--- src/rtl/interrupt_sequencer.sv ---
// Priority interrupt sequencer: captures sources into pending, presents the highest unmasked one, holds it through ack/eoi.
// Latency: capture at E0 -> pending after E0 -> cpu_irq after E1; one mandatory IDLE cycle after every eoi.
// Backpressure: no nesting, new sources only accumulate in pending until eoi; IRQ_EDGE_DETECT_EN selects edge capture over level.
module interrupt_sequencer #(
    parameter int N = 8
) (
    input  logic                 clk,
    input  logic                 rst,
    input  logic [N-1:0]         irq,
    input  logic [N-1:0]         mask,
    input  logic                 cpu_ack,
    input  logic                 eoi,
    output logic                 cpu_irq,
    output logic [$clog2(N)-1:0] cpu_id,
    output logic                 in_service,
    output logic [N-1:0]         pending
);
    localparam int ID_W = $clog2(N);

    typedef enum logic [1:0] {
        IDLE    = 2'd0,
        REQ     = 2'd1,
        SERVICE = 2'd2
    } state_t;

    state_t          state;
    logic [N-1:0]    eligible;
    logic [ID_W-1:0] winner;
    logic [N-1:0]    pending_nxt;

    assign eligible = pending & ~mask;

    // Later (higher) indices overwrite earlier ones, so the highest set bit wins.
    always_comb begin
        winner = '0;
        for (int i = 0; i < N; i++) begin
            if (eligible[i]) begin
                winner = ID_W'(i);
            end
        end
    end

`ifdef IRQ_EDGE_DETECT_EN
    logic [N-1:0] irq_q;
    logic [N-1:0] ack_clr;

    always_comb begin
        ack_clr = '0;
        if (state == REQ && cpu_ack) begin
            ack_clr[cpu_id] = 1'b1;
        end
    end

    // A fresh rising edge on the acked bit outranks the clear.
    assign pending_nxt = (pending & ~ack_clr) | (irq & ~irq_q);

    always_ff @(posedge clk) begin
        if (rst) begin
            irq_q <= '0;
        end else begin
            irq_q <= irq;
        end
    end
`else
    // Level mode: pending simply mirrors the registered sources, so an ack-clear never sticks.
    assign pending_nxt = irq;
`endif

    always_ff @(posedge clk) begin
        if (rst) begin
            state   <= IDLE;
            pending <= '0;
            cpu_id  <= '0;
        end else begin
            pending <= pending_nxt;
            case (state)
                IDLE: begin
                    if (|eligible) begin
                        state  <= REQ;
                        cpu_id <= winner;
                    end
                end
                REQ: begin
                    if (cpu_ack) begin
                        state <= SERVICE;
                    end
                end
                SERVICE: begin
                    if (eoi) begin
                        state <= IDLE;
                    end
                end
                default: state <= IDLE;
            endcase
        end
    end

    assign cpu_irq    = (state == REQ);
    assign in_service = (state == SERVICE);

endmodule

--- config.mk ---
export PLATFORM = sky130hd
export DESIGN_NAME = interrupt_sequencer
export DESIGN_NICKNAME = d
export VERILOG_FILES = /design/src/rtl/interrupt_sequencer.sv
export SDC_FILE = /design/constraint.sdc
export NUM_CORES = 1
export LEC_CHECK = 0
export CAP_MARGIN = 10
export CORE_MARGIN = 2
export CORE_UTILIZATION = 39
export CTS_CLUSTER_DIAMETER = 60
export DETAILED_ROUTE_END_ITERATION = 12
export PLACE_DENSITY_LB_ADDON = 0.25
export SLEW_MARGIN = 20
export SYNTH_ARGS = -nofsm -noshare
export SYNTH_HDL_FRONTEND = slang
export SYNTH_SLANG_ARGS = --single-unit
export TNS_END_PERCENT = 10
--- constraint.sdc ---
create_clock -name clk -period 3.6 [get_ports clk]
set_clock_uncertainty 0.15 [all_clocks]
set_input_delay 0.72 -clock clk [delete_from_list [all_inputs] [get_ports clk]]
set_output_delay 0.72 -clock clk [all_outputs]
set_load 0.01 [all_outputs]
==> results of run 1 <==
critical path, stage by stage, from the launching register on:
cell	delay, ns
dfxtp_1	0.39
nor2b_1	0.25
clkdlybuf4s50_1	0.58
layout make-up:
type | count | area (um2) | area share, %
Multi-Input combinational cell | 44 | 303 | 32.2
Timing Repair Buffer | 32 | 320 | 34.1
Sequential cell | 13 | 260 | 27.7
Clock buffer | 4 | 26.3 | 2.80
Inverter | 3 | 11.3 | 1.20
Tap cell | 15 | 18.8 | 2.00
stage by stage:
stage | utilization (%) | hold slack [ns] | area, um2 | power [mW] | std cells
CTS | 69.6 | 0.326 | 940 | 0.341 | 111
detailed placement | 67.7 | 0.313 | 913 | 0.250 | 107
global placement | 67.7 | 0.308 | 913 | 0.248 | 107
finish | 69.6 | 0.319 | 940 | 0.337 | 111
floorplan | - | 0.338 | 578 | 0.202 | 61
global route | 69.6 | 0.351 | 940 | 0.354 | 111
metal layers:
layer  track usage [%]  share of wire, %  up-vias  routed length (um)
met1              19.3                44      243                 538
met2              24.0                47       19                 581
met3              3.02               5.2        4                  64
met4              13.1               3.3        0                  41
li1                  -                 -      282                   -
met5                 0                 0        -                   0
worst paths after layout:
check / from / end / slack [ns] / depth (start not counted)
worst max register to register: pending[1] / cpu_id[1] / 2.17 / 4
worst min-delay path: cpu_id[2] / cpu_id[2] / 0.32 / 2
worst min register to register: cpu_id[2] / cpu_id[2] / 0.32 / 2
worst max-delay path: state[0] / cpu_irq / 1.23 / 2
state kept, by name, summed over array words and instances, names as in the netlist:
register and count:
cpu_id 3, pending 8, state 2
kinds of logic after synthesis:
logic type	after synthesis	share of synthesized area, %
and+or+nand+nor	28	31.8
AOI/OAI and AO/OA	15	18.6
DFF	13	45.0
buffers and inverters	4	2.60
muxes	1	1.95
power groups by stage:
stage	Combinational, mW	Clock (mW)	Sequential [mW]
floorplan	0.0328	0	0.169
global placement	0.0830	0	0.165
finish	0.0839	0.0913	0.162
detailed placement	0.0844	0	0.166
CTS	0.0848	0.0936	0.162
global route	0.0909	0.0987	0.164
cells in the mapped netlist, drive strengths merged:
master / instances
nand4: 1
nand2b: 8
o2111a: 1
nor3: 1
or3: 1
clkbuf: 1
nand2: 1
nor2: 2
dfxtp: 13
o31ai: 1
a22oi: 1
a31oi: 2
inv: 3
and2b: 2
mux2: 1
o211ai: 1
o2111ai: 1
o21ai: 5
o41a: 1
nor2b: 12
a21oi: 2
==> results.md, run 1 <==
* Status: complete, no violations
* Num CTS Buffers at 3
* Least-Margin Pin Slew at between 0.5 and 0.6 ns
* Logic gate share of total power at approximately 25%
* Fill count at between 100 and 150
* Count of input and output buffers at 32
* H-tree Lvls at 1
* First-pass GRT wire length at around 2.1 mm
* Routed WL at around 1.2 mm
* Clk root buf: clkbuf_4
* DR pass1 iterations at 3
* Core area at around 0.0014 mm2
* Cell area power density at 359 mW/mm2
* Vias in the first global route at around 530
* Critical Path Sink Type: primary output
* Sw Share at 25.5%
* Post-synthesis sequential area ratio at a little under half
* Setup TNS at 0 ns
* Antenna violations before repair at 0
* Area growth syn-to-layout at 62.6%
* Via count at about 550
* Synthesized instance count at 61
* N_diodes at 0
* Internal power at about 0.25 mW
* Num rows at 13
* Worst-path fanout max at 5
* Most frequent cells in the layout: clkdlybuf4s50_1, dfxtp_1, nor2b_1
* Post-layout nets at approximately 120
* Pre-CTS setup slack at ~1.2 ns
* Most common cell after layout, fill and taps aside: clkdlybuf4s50_1
* Crit start category: register
* Clk pin slew, worst setup/hold paths at roughly 0.08 ns
* Initial cell density of the core at 42.8%
* Clk buf depth at 2
* Width of the die at around 43 um
* Final setup vio count at 0
* Iter 0 DRT Violations at 12
* Worst path required time at 2.73 ns
* Final count of hold timing violations at 0
* Avg Vias per Cell at between 4 and 5
* Maximum vdd drop at 0.000235 V
* WP data arrival at about 1.5 ns
* Final Worst Setup Slack at roughly 1.2 ns
* Post_cts resized at 0
* Layout cells sized above 1 at between 10% and 20%
* Crit share post-route at 65.7%
* WS Path Type: reg2out
* Syn Area/Cell at approximately 9.5 um2
* Yosys top cell area share at between 40% and 50%
* Setup Buffers After CTS at 0
* Post-Syn Area at 578 um2
* Min Tclk post-route at approximately 2.4 ns
* RSZ-0062 raised after global routing: false
* Die Footprint at 0.00181 mm2
* Routed Antenna Nets at 0
* Die span in y at ~43 um
* GRT overflow at 0
* All-Layer GR Usage at approximately 16%
* Largest net degree at the start of global routing at 17
* Leading post-synthesis cells by cell area: dfxtp_1, nor2b_1, nand2b_1
* # Max-Cap Violations at 0
* CTS tree: yes
* CTS sink count at 13
* Worst-Skew Late Latency at approximately 0.28 ns
* Avg WL per Cell at approximately 11 um
* Final Max Tran Viols at 0
* FF+latch count, synth at 13
* I/O pin count at 33
* Fmax at 423 MHz
* Hold crit path type: reg2reg
* Syn Nets at 81
* Yosys cell types at 25
* Drt drc at 0
* Ys Warns at 0
* Relative slew slack at a little under two thirds
* Flop pwr share at 48.1%
* Clock power share at a little over a quarter
* Gpl congestion at 0.621
* HPWL Detailed at 1.01 mm
* Switching power at around 0.086 mW
* Hold_buf cts at 0
* Leak pwr at around 0.35 nW
* Leading area contributor after synthesis: dfxtp_1
(Power assumes the default switching activity.)
==> inputs of run 2 (changes only) <==
--- a/config.mk
+++ b/config.mk
@@ -7,7 +7,7 @@
 export LEC_CHECK = 0
 export CAP_MARGIN = 10
 export CORE_MARGIN = 2
-export CORE_UTILIZATION = 39
+export CORE_UTILIZATION = 36
 export CTS_CLUSTER_DIAMETER = 60
 export DETAILED_ROUTE_END_ITERATION = 12
 export PLACE_DENSITY_LB_ADDON = 0.25
==> constraint.sdc (replaced) <==
create_clock -name clk -period 2.2 [get_ports clk]
set_clock_uncertainty 0.15 [all_clocks]
set_input_delay 0.44 -clock clk [delete_from_list [all_inputs] [get_ports clk]]
set_output_delay 0.44 -clock clk [all_outputs]
set_load 0.01 [all_outputs]
==> results.md, run 2 (same netlist as run 1, synthesis figures left out) <==
* Status: complete, no violations
* Fill count at 141 (+18%)
* Avg Vias per Cell at 4.91 (-0.52%)
* Worst R2R Path Depth at 4 (unchanged)
* DR pass1 iterations at 4 (+1)
* Non-Filler Instances at 113 (+1.8%)
* Logic gate share of total power at 25.4% (+0.5 points)
* I/O pin count at 33 (unchanged)
* Worst-Skew Late Latency at 0.27 ns (about the same)
* Avg WL per Cell at 10.9 um (-1.0%)
* Switching power at 0.135 mW (+57%)
* Final setup vio count at 0 (unchanged)
* Largest register FFs at 8 (unchanged)
* Final Hold Slack at 0.322 ns (+0.00270 ns)
* Area growth syn-to-layout at 64.1%
* CTS tree: yes
* RSZ-0062 raised after global routing: false
* Clk root buf: clkbuf_4
* Crit share post-route at slightly above 90%
* HPWL Detailed at 1.05 mm (+3.8%)
* FF-to-FF setup slack at 0.81 ns (-1.36 ns)
* Initial cell density of the core at 38.4% (-4.4 points)
* Most common cell after layout, fill and taps aside: clkdlybuf4s50_1
* Hold path depth at 2 (unchanged)
* Worst-path fanout max at 5 (unchanged)
* Setup TNS at 0 ns (unchanged)
* CTS sink count at 13 (unchanged)
* Internal power at 0.412 mW (+64%)
* Slowest cell on the critical path: clkdlybuf4s50_1
* Num CTS Buffers at 3 (unchanged)
* Width of the die at 44.1 um (+3.7%)
* Core Util, Final at 63.0% (-6.6 points)
* Worst path required time at 1.61 ns (-1.12 ns)
* Count of input and output buffers at 32 (unchanged)
* Worst Path Buf+Inv at 1 (unchanged)
* Setup Buffers After CTS at 0 (unchanged)
* R2r endpoint: cpu_id[1]
* Maximum vdd drop at 0.000368 V (+57%)
* Flop pwr share at 48.4% (+0.3 points)
* Placed cell areas at 922 um2 (+0.96%)
* Pre-CTS setup slack at 0.172 ns (-1.07 ns)
* Leak pwr at 0.356 nW (+1.4%)
* Post-layout nets at 118 (+0.85%)
* Biggest register: pending
* Min Tclk post-route at just over 2 ns
* Reg-to-Reg Start: pending[7]
* Min-delay src: cpu_id[2]
* Clock power share at 26.2% (-0.9 points)
* Die span in y at 44.1 um (+3.7%)
* Gpl congestion at 0.694 (+12%)
* Final Max Tran Viols at 0 (unchanged)
* Iter 0 DRT Violations at 8 (-4)
* Num rows at 14 (+1)
* Hold crit path type: reg2reg
* Final count of hold timing violations at 0 (unchanged)
* Clk pin slew, worst setup/hold paths at 0.08 ns (about the same)
* Core area at 0.00151 mm2 (+12%)
* Die Footprint at 0.00194 mm2 (+7.5%)
* Pwr Total at 0.547 mW (+62%)
* Layout cells sized above 1 at 12.4% (+0.91 points)
* Fmax at ~500 MHz
* All-Layer GR Usage at 14.8% (-1.1 points)
* # Max-Cap Violations at 0 (unchanged)
* Hold_buf cts at 0 (unchanged)
* Antenna violations before repair at 0 (unchanged)
* Cell area power density at 577 mW/mm2 (+61%)
* Least-Margin Pin Slew at 0.283 ns (-0.256 ns)
* Largest stage delay, worst path at 0.57 ns (about the same)
* H-tree Lvls at 1 (unchanged)
* Clk buf depth at 2 (unchanged)
* Routed Antenna Nets at 0 (unchanged)
* Final Worst Setup Slack at 0.158 ns (-1.08 ns)
* Relative slew slack at 81.1% (+17 points)
* First-pass GRT wire length at 2.19 mm (+2.9%)
* Via count at 555 (+1.3%)
* Largest net degree at the start of global routing at 10 (-7)
* Worst Hold End: cpu_id[2]
* WS Path Type: reg2out
* Post_cts resized at 0 (unchanged)
* DP Cell Count at 109 (+1.9%)
* Sw Share at 24.6% (-0.87 points)
* Drt drc at 0 (unchanged)
* Crit start category: register
* GRT overflow at 0 (unchanged)
* Vias in the first global route at 575 (+8.7%)
* Top Registers: pending (8), cpu_id (3), state (2)
* Routed WL at 1.23 mm (+0.73%)
* N_diodes at 0 (unchanged)
* Critical Path, Cell by Cell: nor2b_1 > clkdlybuf4s50_1
* WP data arrival at 1.45 ns (-0.05 ns)
* Top delay family on crit path: buffers and inverters
* Critical Path Sink Type: primary output
* Post-route cell area at 948 um2 (+0.93%)
* Most frequent cells in the layout: clkdlybuf4s50_1, dfxtp_1, nor2b_1
==> run 2: cell types whose count changed in the layout (fill, tap and decap cells not counted), sizes merged <==
cell  delta
buf      +1
==> run 2: power groups by stage <==
| stage | sequential, mW | combinational, mW | clock [mW] |
|---|---|---|---|
| final | 0.265 | 0.139 | 0.143 |
| after global routing | 0.269 | 0.152 | 0.162 |
| after CTS | 0.265 | 0.140 | 0.151 |
| after detailed placement | 0.271 | 0.140 | 0 |
| after global placement | 0.270 | 0.138 | 0 |
| after floorplan | 0.277 | 0.0537 | 0 |
==> run 2: worst min-delay path, stage by stage, from the launching register on <==
cell and delay (ns):
dfxtp_1 0.31, o31ai_1 0.06, a21oi_1 0.06
==> run 2: worst max path at each step <==
stage / depth (start not counted) / start / slack [ns] / end
4_1_cts: 2 / state[0] / 0.15 / cpu_irq
3_5_place_dp: 5 / mask[2] / 0.17 / cpu_id[1]
2_1_floorplan: 4 / mask[7] / 0.73 / cpu_id[1]
5_1_grt: 2 / state[0] / 0.04 / cpu_irq
3_3_place_gp: 5 / mask[6] / 0.21 / cpu_id[1]
6_report: 2 / state[0] / 0.16 / cpu_irq
==> run 2: routing by layer <==
metal	GRT usage [%]	part of all wire, %	vias to the layer above
met2	24.7	49	17
met5	0	0	-
met1	18.7	45	248
met4	5.45	0	0
met3	3.27	6.2	0
li1	-	-	290
==> run 2: final cells by class <==
cell class	count	area (um2)	area share, %
inverters	3	11.3	1.19
repair buffers	33	328	34.6
flip-flops and latches	13	260	27.4
multi-input cells	44	303	31.9
well taps	16	20.0	2.11
clock buffers	4	26.3	2.77
